### src/rtl/aes_ctrl_pkg.sv
// +----------------------------------------------------------------------------+
// | Module   : aes_ctrl_pkg                                                    |
// | Purpose  : State enum and message-register mux encodings shared by the     |
// |            AES encryption and decryption controllers.                      |
// | Revision : 1.0 - initial release                                           |
// +----------------------------------------------------------------------------+
`default_nettype none

package aes_ctrl_pkg;

    typedef enum logic [3:0] {
        IDLE     = 4'd0,
        KEYEXP   = 4'd1,
        ARK_INIT = 4'd2,
        SB       = 4'd3,
        SR       = 4'd4,
        MC       = 4'd5,
        MC_WB    = 4'd6,
        ARK      = 4'd7,
        DONE     = 4'd8
    } aes_state_e;

    localparam logic [2:0] SEL_ARK  = 3'b000;
    localparam logic [2:0] SEL_SR   = 3'b001;
    localparam logic [2:0] SEL_MCWB = 3'b010;
    localparam logic [2:0] SEL_SB   = 3'b011;
    localparam logic [2:0] SEL_LOAD = 3'b100;

endpackage

`default_nettype wire

### src/rtl/aes_encrypt_control_if.sv
// +----------------------------------------------------------------------------+
// | Module   : aes_encrypt_control_if                                          |
// | Purpose  : Request/done handshake and datapath control bundle of the AES   |
// |            encryption controller. AES_ABORT exists only with AES_ABORT_EN. |
// | Revision : 1.0 - initial release                                           |
// +----------------------------------------------------------------------------+
`default_nettype none

interface aes_encrypt_control_if;

    logic       AES_START;
`ifdef AES_ABORT_EN
    logic       AES_ABORT;
`endif
    logic       AES_DONE;
    logic [2:0] regSelect;
    logic [1:0] mcSelect;
    logic [3:0] arkSelect;
    logic       msgRegLE;
    logic       barrierRegLE;

    modport slave (
`ifdef AES_ABORT_EN
        input  AES_ABORT,
`endif
        input  AES_START,
        output AES_DONE,
        output regSelect,
        output mcSelect,
        output arkSelect,
        output msgRegLE,
        output barrierRegLE
    );

    modport master (
`ifdef AES_ABORT_EN
        output AES_ABORT,
`endif
        output AES_START,
        input  AES_DONE,
        input  regSelect,
        input  mcSelect,
        input  arkSelect,
        input  msgRegLE,
        input  barrierRegLE
    );

endinterface

`default_nettype wire

### src/rtl/aes_encrypt_control.sv
// +----------------------------------------------------------------------------+
// | Module   : aes_encrypt_control                                             |
// | Purpose  : Forward AES cipher control FSM with round/step counters.        |
// |            Define AES_ABORT_EN to add the AES_ABORT early-exit input.      |
// | Revision : 1.0 - initial release                                           |
// +----------------------------------------------------------------------------+
`default_nettype none

module aes_encrypt_control
    import aes_ctrl_pkg::*;
#(
    parameter int KE_CYCLES  = 11,
    parameter int NUM_ROUNDS = 10
) (
    input  logic                  CLK,
    input  logic                  RESET_N,
    aes_encrypt_control_if.slave  bus
);

    localparam logic [3:0] c_ke_last    = 4'(KE_CYCLES - 1);
    localparam logic [3:0] c_last_round = 4'(NUM_ROUNDS);

    aes_state_e state_q;
    logic [3:0] round_q;
    logic [3:0] step_q;
    logic       w_abort;

`ifdef AES_ABORT_EN
    assign w_abort = bus.AES_ABORT;
`else
    assign w_abort = 1'b0;
`endif

    // step is reused in DONE to enforce the two-cycle minimum dwell
    always_ff @(posedge CLK) begin
        if (!RESET_N) begin
            state_q <= IDLE;
            round_q <= '0;
            step_q  <= '0;
        end else if (w_abort && (state_q != IDLE)) begin
            state_q <= IDLE;
            round_q <= '0;
            step_q  <= '0;
        end else begin
            case (state_q)
                IDLE: begin
                    if (bus.AES_START) begin
                        state_q <= KEYEXP;
                        step_q  <= '0;
                    end
                end
                KEYEXP: begin
                    step_q <= step_q + 4'd1;
                    if (step_q == c_ke_last) begin
                        state_q <= ARK_INIT;
                        step_q  <= '0;
                    end
                end
                ARK_INIT: begin
                    round_q <= 4'd1;
                    state_q <= SB;
                end
                SB: state_q <= SR;
                SR: begin
                    if (round_q == c_last_round) begin
                        state_q <= ARK;
                    end else begin
                        state_q <= MC;
                        step_q  <= '0;
                    end
                end
                MC: begin
                    step_q <= step_q + 4'd1;
                    if (step_q == 4'd3) begin
                        state_q <= MC_WB;
                    end
                end
                MC_WB: state_q <= ARK;
                ARK: begin
                    if (round_q == c_last_round) begin
                        state_q <= DONE;
                        step_q  <= '0;
                    end else begin
                        round_q <= round_q + 4'd1;
                        state_q <= SB;
                    end
                end
                DONE: begin
                    if (step_q == 4'd0) begin
                        step_q <= 4'd1;
                    end else if (!bus.AES_START) begin
                        state_q <= IDLE;
                        round_q <= '0;
                        step_q  <= '0;
                    end
                end
                default: begin
                    state_q <= IDLE;
                    round_q <= '0;
                    step_q  <= '0;
                end
            endcase
        end
    end

    always_comb begin
        bus.AES_DONE     = 1'b0;
        bus.regSelect    = SEL_ARK;
        bus.mcSelect     = 2'd0;
        bus.arkSelect    = 4'd0;
        bus.msgRegLE     = 1'b0;
        bus.barrierRegLE = 1'b0;
        case (state_q)
            IDLE: begin
                bus.regSelect = SEL_LOAD;
                bus.msgRegLE  = 1'b1;
            end
            ARK_INIT: begin
                bus.regSelect = SEL_ARK;
                bus.msgRegLE  = 1'b1;
            end
            SB: begin
                bus.regSelect = SEL_SB;
                bus.msgRegLE  = 1'b1;
            end
            SR: begin
                bus.regSelect = SEL_SR;
                bus.msgRegLE  = 1'b1;
            end
            MC: begin
                bus.mcSelect     = step_q[1:0];
                bus.barrierRegLE = 1'b1;
            end
            MC_WB: begin
                bus.regSelect = SEL_MCWB;
                bus.msgRegLE  = 1'b1;
            end
            ARK: begin
                bus.arkSelect = round_q;
                bus.regSelect = SEL_ARK;
                bus.msgRegLE  = 1'b1;
            end
            DONE: bus.AES_DONE = 1'b1;
            default: ;
        endcase
    end

endmodule

`default_nettype wire

### src/flat_wrapper.sv
// flat-port wrapper written by rule: the top's interface ports become plain ports
module aes_encrypt_control_flat import aes_ctrl_pkg::*;
#(
    parameter int KE_CYCLES  = 11,
    parameter int NUM_ROUNDS = 10
)
  (CLK, RESET_N, bus_AES_START, bus_AES_DONE, bus_regSelect, bus_mcSelect, bus_arkSelect, bus_msgRegLE, bus_barrierRegLE);
  aes_encrypt_control_if bus_i ();
  input  logic CLK;
  input  logic RESET_N;
  input wire logic [$bits(bus_i.AES_START)-1:0] bus_AES_START;
  output wire logic [$bits(bus_i.AES_DONE)-1:0] bus_AES_DONE;
  output wire logic [$bits(bus_i.regSelect)-1:0] bus_regSelect;
  output wire logic [$bits(bus_i.mcSelect)-1:0] bus_mcSelect;
  output wire logic [$bits(bus_i.arkSelect)-1:0] bus_arkSelect;
  output wire logic [$bits(bus_i.msgRegLE)-1:0] bus_msgRegLE;
  output wire logic [$bits(bus_i.barrierRegLE)-1:0] bus_barrierRegLE;
  assign bus_i.AES_START = bus_AES_START;
  assign bus_AES_DONE = bus_i.AES_DONE;
  assign bus_regSelect = bus_i.regSelect;
  assign bus_mcSelect = bus_i.mcSelect;
  assign bus_arkSelect = bus_i.arkSelect;
  assign bus_msgRegLE = bus_i.msgRegLE;
  assign bus_barrierRegLE = bus_i.barrierRegLE;
  aes_encrypt_control #(.KE_CYCLES(KE_CYCLES), .NUM_ROUNDS(NUM_ROUNDS)) u_core (.CLK(CLK), .RESET_N(RESET_N), .bus(bus_i));
endmodule
### config.mk
export PLATFORM = sky130hd
export DESIGN_NAME = aes_encrypt_control_flat
export DESIGN_NICKNAME = d
export VERILOG_FILES = /design/src/rtl/aes_ctrl_pkg.sv /design/src/rtl/aes_encrypt_control_if.sv /design/src/rtl/aes_encrypt_control.sv /design/src/flat_wrapper.sv
export SDC_FILE = /design/constraint.sdc
export NUM_CORES = 1
export LEC_CHECK = 0
export ABC_AREA = 1
export BUFFER_PORTS_ARGS = -buffer_cell sky130_fd_sc_hd__clkbuf_2
export CAP_MARGIN = 0
export CORE_UTILIZATION = 57
export CTS_BUF_LIST = sky130_fd_sc_hd__clkbuf_8
export DETAILED_ROUTE_END_ITERATION = 7
export HOLD_SLACK_MARGIN = 0.06
export PLACE_DENSITY = 0.84
export REMOVE_ABC_BUFFERS = 1
export SLEW_MARGIN = 10
export SYNTH_ARGS = -nofsm -noshare
export SYNTH_HDL_FRONTEND = slang
export SYNTH_SLANG_ARGS = --single-unit
### constraint.sdc
create_clock -name CLK -period 1.6 [get_ports CLK]
set_input_delay 0.08 -clock CLK [delete_from_list [all_inputs] [get_ports CLK]]
set_output_delay 0.08 -clock CLK [all_outputs]
set_load 0.01 [all_outputs]
==> results by stage, run 1 <==
Route:
- After detailed routing, the total wire length is 2280 um.
- The ratio of routed vias to standard cells is approximately 5.6.
- The first-iteration detailed-routing DRC count is 28.
- Before antenna repair, the detailed router went through 4 iterations.
- Once detail routing completed, the nets flagged for antenna violations numbered 0.
- The post-detailed-route DRC marker count is 0.
- The count of vias placed by the detailed router is 1005.
- The average wire length per cell after detail routing is ~13 um.

Logic synthesis:
- The Yosys warning count is 0.
- The sequential element share of the synthesized area is roughly a quarter.
- The mapped netlist covers ~900 um2.
- The average instance area after synthesis is ~6.4 um2.
- The proportion of netlist area held by the largest area contributor is a little over a quarter.
- The biggest area contributor in the post-synthesis netlist is dfxtp_1.
- The gate count of the mapped netlist is 144.
- Synthesis inferred 12 register bits.
- Sorting the synthesized cells by area gives the leading types as dfxtp_1 26%, nand2_1 14%, nor2_1 10%.
- The count of cell types in the netlist is 25.

Timing:
- The worst path setup slack after routing is 88.4 ps.
- Subtracting the final worst setup slack from the clock period gives ~1500 ps.
- The actual transition at the worst max-transition pin is between 300 and 400 ps.
- Derived from the worst setup path, the maximum achievable clock frequency is between 600 and 700 MHz.
- Setup repair after global routing left no endpoint under its margin.
- The total count of max-transition violations in the final report is 0.
- After routing, the total negative slack on setup checks comes to 0 ps.
- The period utilization is 94.5%.
- The worst setup skew after layout is ~9.5 ps.
- The setup violation total in the final timing report is 0.
- The number of failing hold endpoints at the final stage was 0.
- The remaining max-slew budget at the tightest pin is roughly four fifths.

Layout:
- The layout filler cell count is 132.
- The final instance count without filler cells is about 180.
- The final layout net count is ~170.
- Of the cells placed in the final design, the portion with a size suffix greater than 1 is about 27%.
- Relative to the synthesized area, the layout overhead comes to 19.0%.
- The area of combinational cells with multiple inputs is between 600 and 700 um2.
- The repair_antennas step left the layout with diodes totalling 0.
- Summing all flip-flop and latch instances after layout gives ~240 um2.

Global route:
- The number of global-route vias before repair is around 940.
- The total routing resource utilization after global routing is approximately 28%.
- The total overflow reported by the global router is 0.
- The global-route wire length before repair is roughly 3800 um.
- The pin count of the biggest net entering global routing is 13.
- The initial antenna violation count is 0.

Floorplan:
- The floorplan core area is ~0.0015 mm2.
- The number of placement rows is 14.
- During I/O placement, the number of pins put on the boundary was 15.
- The floorplan step defined a die boundary enclosing between 0.0015 and 0.002 mm2.
- The starting density of the core is between 60% and 70%.
- The die is ~42 um wide.
- The height of the chip is about 42 um.

Setup path:
- The beginning of the worst register-to-register path is u_core.step_q[0].
- The endpoint kind of the worst setup timing path is a flop.
- STA puts the critical path data required time at 1740 ps.
- At the worst endpoint, the arrival time is around 1700 ps.
- The worst setup path is launched from a flop.
- The kind of critical path is flop to flop.
- The maximum net fanout on the critical path is 6.
- Setup slack on the worst reg-to-reg path comes out at a little under 90 ps.
- In this run the worst setup path begins at u_core.step_q[0].

Power:
- For this design the static power due to leakage is 0.501 nW.
- IR analysis of the VDD net gives a maximum drop of between 0.0008 and 0.0009 V.
- The power density over cell area is 1280 mW/mm2.

Placed design:
- The final RePlAce weighted congestion is 0.898.
- The count of port buffers added during placement is 14.
- The placed wire-length estimate after detailed placement is between 1500 and 2000 um.
- The total instance count after detailed placement is 174.
- The worst slack at placement is around 110 ps.

Clock tree:
- Clock latency on the worst-skew pair, taken at its later pin, is around 250 ps.
- In this run the deepest clock path goes through 2 buffers.
- The cell chosen for the clock root is clkbuf_8.
- TritonCTS built the clock tree.
- The H-tree depth reported by CTS is 1.
- The number of setup buffers added after CTS is 0.
- The clock slew at the register clock pins of the worst setup and hold paths is 60 ps.
- In this run, CTS created clock tree buffers numbering 3.
- Clock tree synthesis found a total of 12 sinks.

Min path:
- The startpoint identified for the worst hold timing path is bus_AES_START.
- The path class of the lowest-slack min-delay path is input port to flop.

Job:
- The max-capacitance violation count is 0.

Run status:
- The flow ran to the end, and the final reports show no timing, DRC or antenna violations.
==> critical path: stages (launching register included) <==
cell,delay [ps]
dfxtp_1,400
inv_2,90
ha_1,200
nor3b_4,170
o21ai_4,210
nand2_2,110
nor2_2,150
nor2_1,80
==> logic make-up after synthesis <==
family	after synthesis	synth area share [%]
flops	12	26.2
xor+xnor	2	1.91
simple gates	88	44.4
fa+ha+maj	5	6.83
compound gates	18	12.0
buf+inv	19	8.61
==> cells in the mapped netlist <==
master	instances
a21boi_0	1
a21oi_1	8
and2_4	1
buf_6	1
clkinv_1	1
dfxtp_1	12
ha_1	5
inv_1	14
inv_2	3
nand2_1	35
nand2_2	4
nand3_1	12
nand3b_1	1
nand4_1	2
nor2_1	25
nor2_2	5
nor2_4	1
nor3b_2	2
o2111ai_1	1
o21ai_0	4
o21ai_1	2
o21ai_4	1
o31ai_1	1
xnor2_1	1
xor2_1	1
==> state kept, by name, summed over array words and instances (netlist names) <==
signal / cells
u_core.round_q: 4
u_core.state_q: 4
u_core.step_q: 4
==> metal layers <==
layer	share of wire (%)	wire, um	track usage, %	vias to the layer above
met5	0	0	0	-
li1	-	-	-	499
met1	42	947	30.7	450
met4	4.4	99	16.3	0
met2	49	1110	50.6	43
met3	5.2	119	6.03	13
==> per-stage QoR <==
step	area [um2]	hold WS, ps	utilization [%]	total power, W
CTS	1070	259	70.8	0.00135
detailed placement	1000	308	66.5	0.00101
finish	1090	272	72.3	0.00140
global route	1090	286	72.3	0.00150
global placement	1000	302	66.5	0.000982
floorplan	905	178	-	0.000857
==> worst paths after layout <==
kind | end | depth (start not counted)
max | u_core.state_q[0] | 7
min | u_core.state_q[1] | 4
max reg2reg | u_core.state_q[0] | 7
min reg2reg | u_core.round_q[3] | 2
==> timing repair <==
| action | 4_1_cts | 5_1_grt |
|---|---|---|
| endpoints found under the hold margin | 1 | 0 |
| setup endpoints to repair | 0 | 5 |
| gates resized for setup | 0 | 10 |
| hold buffers | 1 | 0 |
==> final cells by class <==
cell class	count	share of cell area (%)
clock buffers	4	5.05
flip-flops and latches	12	22.3
repair buffers	16	8.04
inverters	18	6.20
well taps	16	1.84
multi-input cells	113	56.6
==> where the power goes <==
part / switching, W / internal (W) / total, W / leakage (nW)
combinational: 0.000411 / 0.000228 / 0.000639 / 0.374
clock: 0.000117 / 0.000217 / 0.000334 / 0.0288
sequential: 0.0000760 / 0.000351 / 0.000427 / 0.0983
==> cell usage in the layout, fill, tap and decap left out, types with 2 or more instances in the layout <==
master | netlist | routed
dfxtp_2 | 0 | 2
nor2_1 | 25 | 22
clkbuf_8 | 0 | 4
nand4_1 | 2 | 2
a21oi_1 | 8 | 7
nand2_2 | 4 | 5
dfxtp_1 | 12 | 10
nor2_2 | 5 | 8
inv_2 | 3 | 4
nand2_1 | 35 | 34
ha_1 | 5 | 5
nand3_1 | 12 | 12
clkbuf_2 | 0 | 14
o21ai_1 | 2 | 3
inv_1 | 14 | 13
o21ai_0 | 4 | 3
(Power assumes the default switching activity.)
==> inputs of run 2 (changes only) <==
--- a/config.mk
+++ b/config.mk
@@ -8,6 +8,7 @@
 export ABC_AREA = 1
 export BUFFER_PORTS_ARGS = -buffer_cell sky130_fd_sc_hd__clkbuf_2
 export CAP_MARGIN = 0
+export CORE_ASPECT_RATIO = 1.2
 export CORE_UTILIZATION = 57
 export CTS_BUF_LIST = sky130_fd_sc_hd__clkbuf_8
 export DETAILED_ROUTE_END_ITERATION = 7
==> results by stage, run 2 (synthesis gave the netlist of run 1 again) <==
Run status:
- The flow ran to the end, and the final reports show no timing, DRC or antenna violations.

Floorplan:
- The number of placement rows is 15 (+1).
- The top-level I/O count is 15 (unchanged).
- The die width is 38.6 um (-8.3%).
- The height of the chip came to 45.9 um (+9.1%).
- The floorplan core area is 0.00146 mm2 (-2.8%).
- The overall die area is 0.00177 mm2 (about the same).
- The starting density of the core is 62.6% (+1.8 points).

Route:
- The remaining number of nets flagged by the antenna check after routing was 0 (unchanged).
- The total wire length was 2220 um (-2.5%).
- The first-iteration detailed-routing DRC count was 49 (+75%).
- The average wire length per cell after detail routing came to 12.3 um (-3.0%).
- The total iterations of the first detailed-routing run is 4 (unchanged).
- The count of vias placed by the detailed router is 1005 (unchanged).
- The post-detailed-route DRC marker count is 0 (unchanged).
- The ratio of routed vias to standard cells was 5.58 (-0.56%).

Clock tree:
- The clock sink total came to 12 (unchanged).
- The clock latency on the worst-skew pair is 240 ps (about the same).
- The buffer count from post-CTS setup fixing is 0 (unchanged).
- The clock slew at the register clock pins of the worst setup and hold paths is 60 ps (about the same).
- The number of buffers added by the clock tree synthesis step is 3 (unchanged).
- The cell chosen for the clock root is clkbuf_8.
- The H-tree depth reported by CTS is 1 (unchanged).
- The TritonCTS clock tree is done.
- The maximum clock insertion buffer count was 2 (unchanged).

Layout:
- The final layout net count was 172 (unchanged).
- Leaving out fill and tap cells, the most frequent cells in the layout are 35 x nand2_1, 24 x nor2_1, 14 x inv_1, 14 x clkbuf_2, 12 x nand3_1.
- Relative to the synthesized area, the layout overhead comes to 16.8%.
- The layout filler cell count is 132 (unchanged).
- Leaving out fill and tap cells, the most frequent cell in the layout is nand2_1.
- The largest registers in the layout are u_core.round_q (4), u_core.state_q (4), u_core.step_q (4).
- The ratio of cells with drive above 1 in the final layout came to 23.9% (-3.1 points).
- The area of all sequential standard cells is 241 um2 (-0.52%).
- The antenna diode count is 0 (unchanged).
- The final instance area is 0.00107 mm2 (-1.8%).
- The area of combinational cells with multiple inputs is 599 um2 (-2.8%).

Global route:
- The total routing resource utilization after global routing came to 28.7% (+0.32 points).
- The pin count of the biggest net entering global routing came to 13 (unchanged).
- The number of global-route vias before repair came to 865 (-7.9%).
- The global-route wire length before repair is 3570 um (-6.8%).
- The initial antenna violation count was 0 (unchanged).
- The total overflow reported by the global router is 0 (unchanged).

Timing:
- The worst setup skew after layout is 4.10 ps (-5.36 ps).
- The upper clock frequency limit is 668 MHz (+1.0%).
- The remaining max-slew budget at the tightest pin was 75.3% (-4.5 points).
- The setup violation total in the final timing report was 0 (unchanged).
- The minimum clock period after layout came to 1500 ps (-15.6 ps).
- The total count of max-transition violations in the final report was 0 (unchanged).
- The worst path setup slack after routing is 104 ps (+15.6 ps).
- The actual transition at the worst max-transition pin came to 370 ps (+68.1 ps).
- The period utilization was 93.5% (-0.97 points).
- The number of failing hold endpoints at the final stage is 0 (unchanged).
- Setup repair after global routing left no endpoint under its margin.
- The setup total negative slack is 0 ps (unchanged).

Placed design:
- The placed wire-length estimate after detailed placement came to 1760 um (+5.5%).
- The total cell area at the placement stage is 0.00101 mm2 (+0.87%).
- The worst slack at placement is 125 ps (+14.5 ps).
- The count of port buffers added during placement came to 14 (unchanged).
- The final RePlAce weighted congestion is 0.785 (-13%).

Setup path:
- Traced cell by cell, the critical path runs through inv_1, ha_1, nor3b_2, o21ai_4, nand2_1, nor2_1, nor2_1.
- Tracing the worst setup path back leads to its startpoint at u_core.step_q[1].
- The maximum net fanout on the critical path is 6 (unchanged).
- The peak per-stage delay on the critical path is 400 ps (about the same).
- The required time reported for the critical path endpoint was 1740 ps (about the same).
- The endpoint kind of the worst setup timing path is a flop.
- In this run the critical register-to-register path is launched from u_core.step_q[1].
- The data arrival time of the critical path is 1630 ps (-20 ps).
- The most repeated library cell on the critical path is nor2_1.
- The startpoint type of the worst setup path is a flop.
- The library cell contributing the largest single delay on the critical path is dfxtp_1.
- The buffering stage count on the worst path with inverters included is 1 (unchanged).
- The gate family responsible for the most delay along the worst path is simple AND/OR/NAND/NOR gates.
- The kind of critical path is flop to flop.

Job:
- The max-capacitance violation count is 0 (unchanged).

Power:
- The cell leakage power came to 0.497 nW (-0.73%).
- The peak supply drop came to 0.000931 V (+14%).
- The overall power is 0.00139 W (-1.0%).
- The power density over cell area is 1300 mW/mm2 (+0.80%).

Min path:
- The startpoint of the worst hold path is RESET_N.
- The path class of the lowest-slack min-delay path is input port to flop.
-- run 2: where the power goes --
| group | internal [W] | switching (W) |
|---|---|---|
| clock | 0.000218 | 0.000116 |
| sequential | 0.000351 | 0.0000703 |
| combinational | 0.000224 | 0.000408 |
| total | 0.000792 | 0.000594 |
-- run 2: final timing paths --
path,end,slack (ps),cells after the start
worst min register to register,u_core.step_q[0],490,2
worst max register to register,u_core.state_q[0],100,7
worst max-delay path,u_core.state_q[0],100,7
worst min-delay path,u_core.state_q[3],60,3
-- run 2: per-layer routing --
layer | track usage (%) | wire (um)
met1 | 31.2 | 901
met5 | 0 | 0
met3 | 4.41 | 130
met2 | 53.0 | 1120
met4 | 12.4 | 61
-- run 2: metrics by stage --
stage	utilization, %	instances	hold WS [ps]
3_3_place_gp	69.1	176	300
3_5_place_dp	69.1	176	312
5_1_grt	73.1	180	86.3
6_report	73.1	180	62.9
2_1_floorplan	-	143	178
4_1_cts	72.8	180	62.7
-- run 2: final cells by class --
type,instances,area share (%)
clock buffer,4,5.15
sequential,12,22.6
multi-input combinational,113,56.0
inverter,18,6.32
tap,17,1.99
timing repair buffer,16,7.95
-- run 2: worst reg2reg max path, delay by kind of cell (launching register included) --
family	cells	cell delay [ps]
simple gates	4	500
buf+inv	1	110
flops	1	400
compound gates	1	200
fa+ha+maj	1	190
-- run 2: what timing repair did --
action,in CTS,in global routing
gates resized for setup,0,3
endpoints found under the setup margin,0,4
hold buffers,0,0
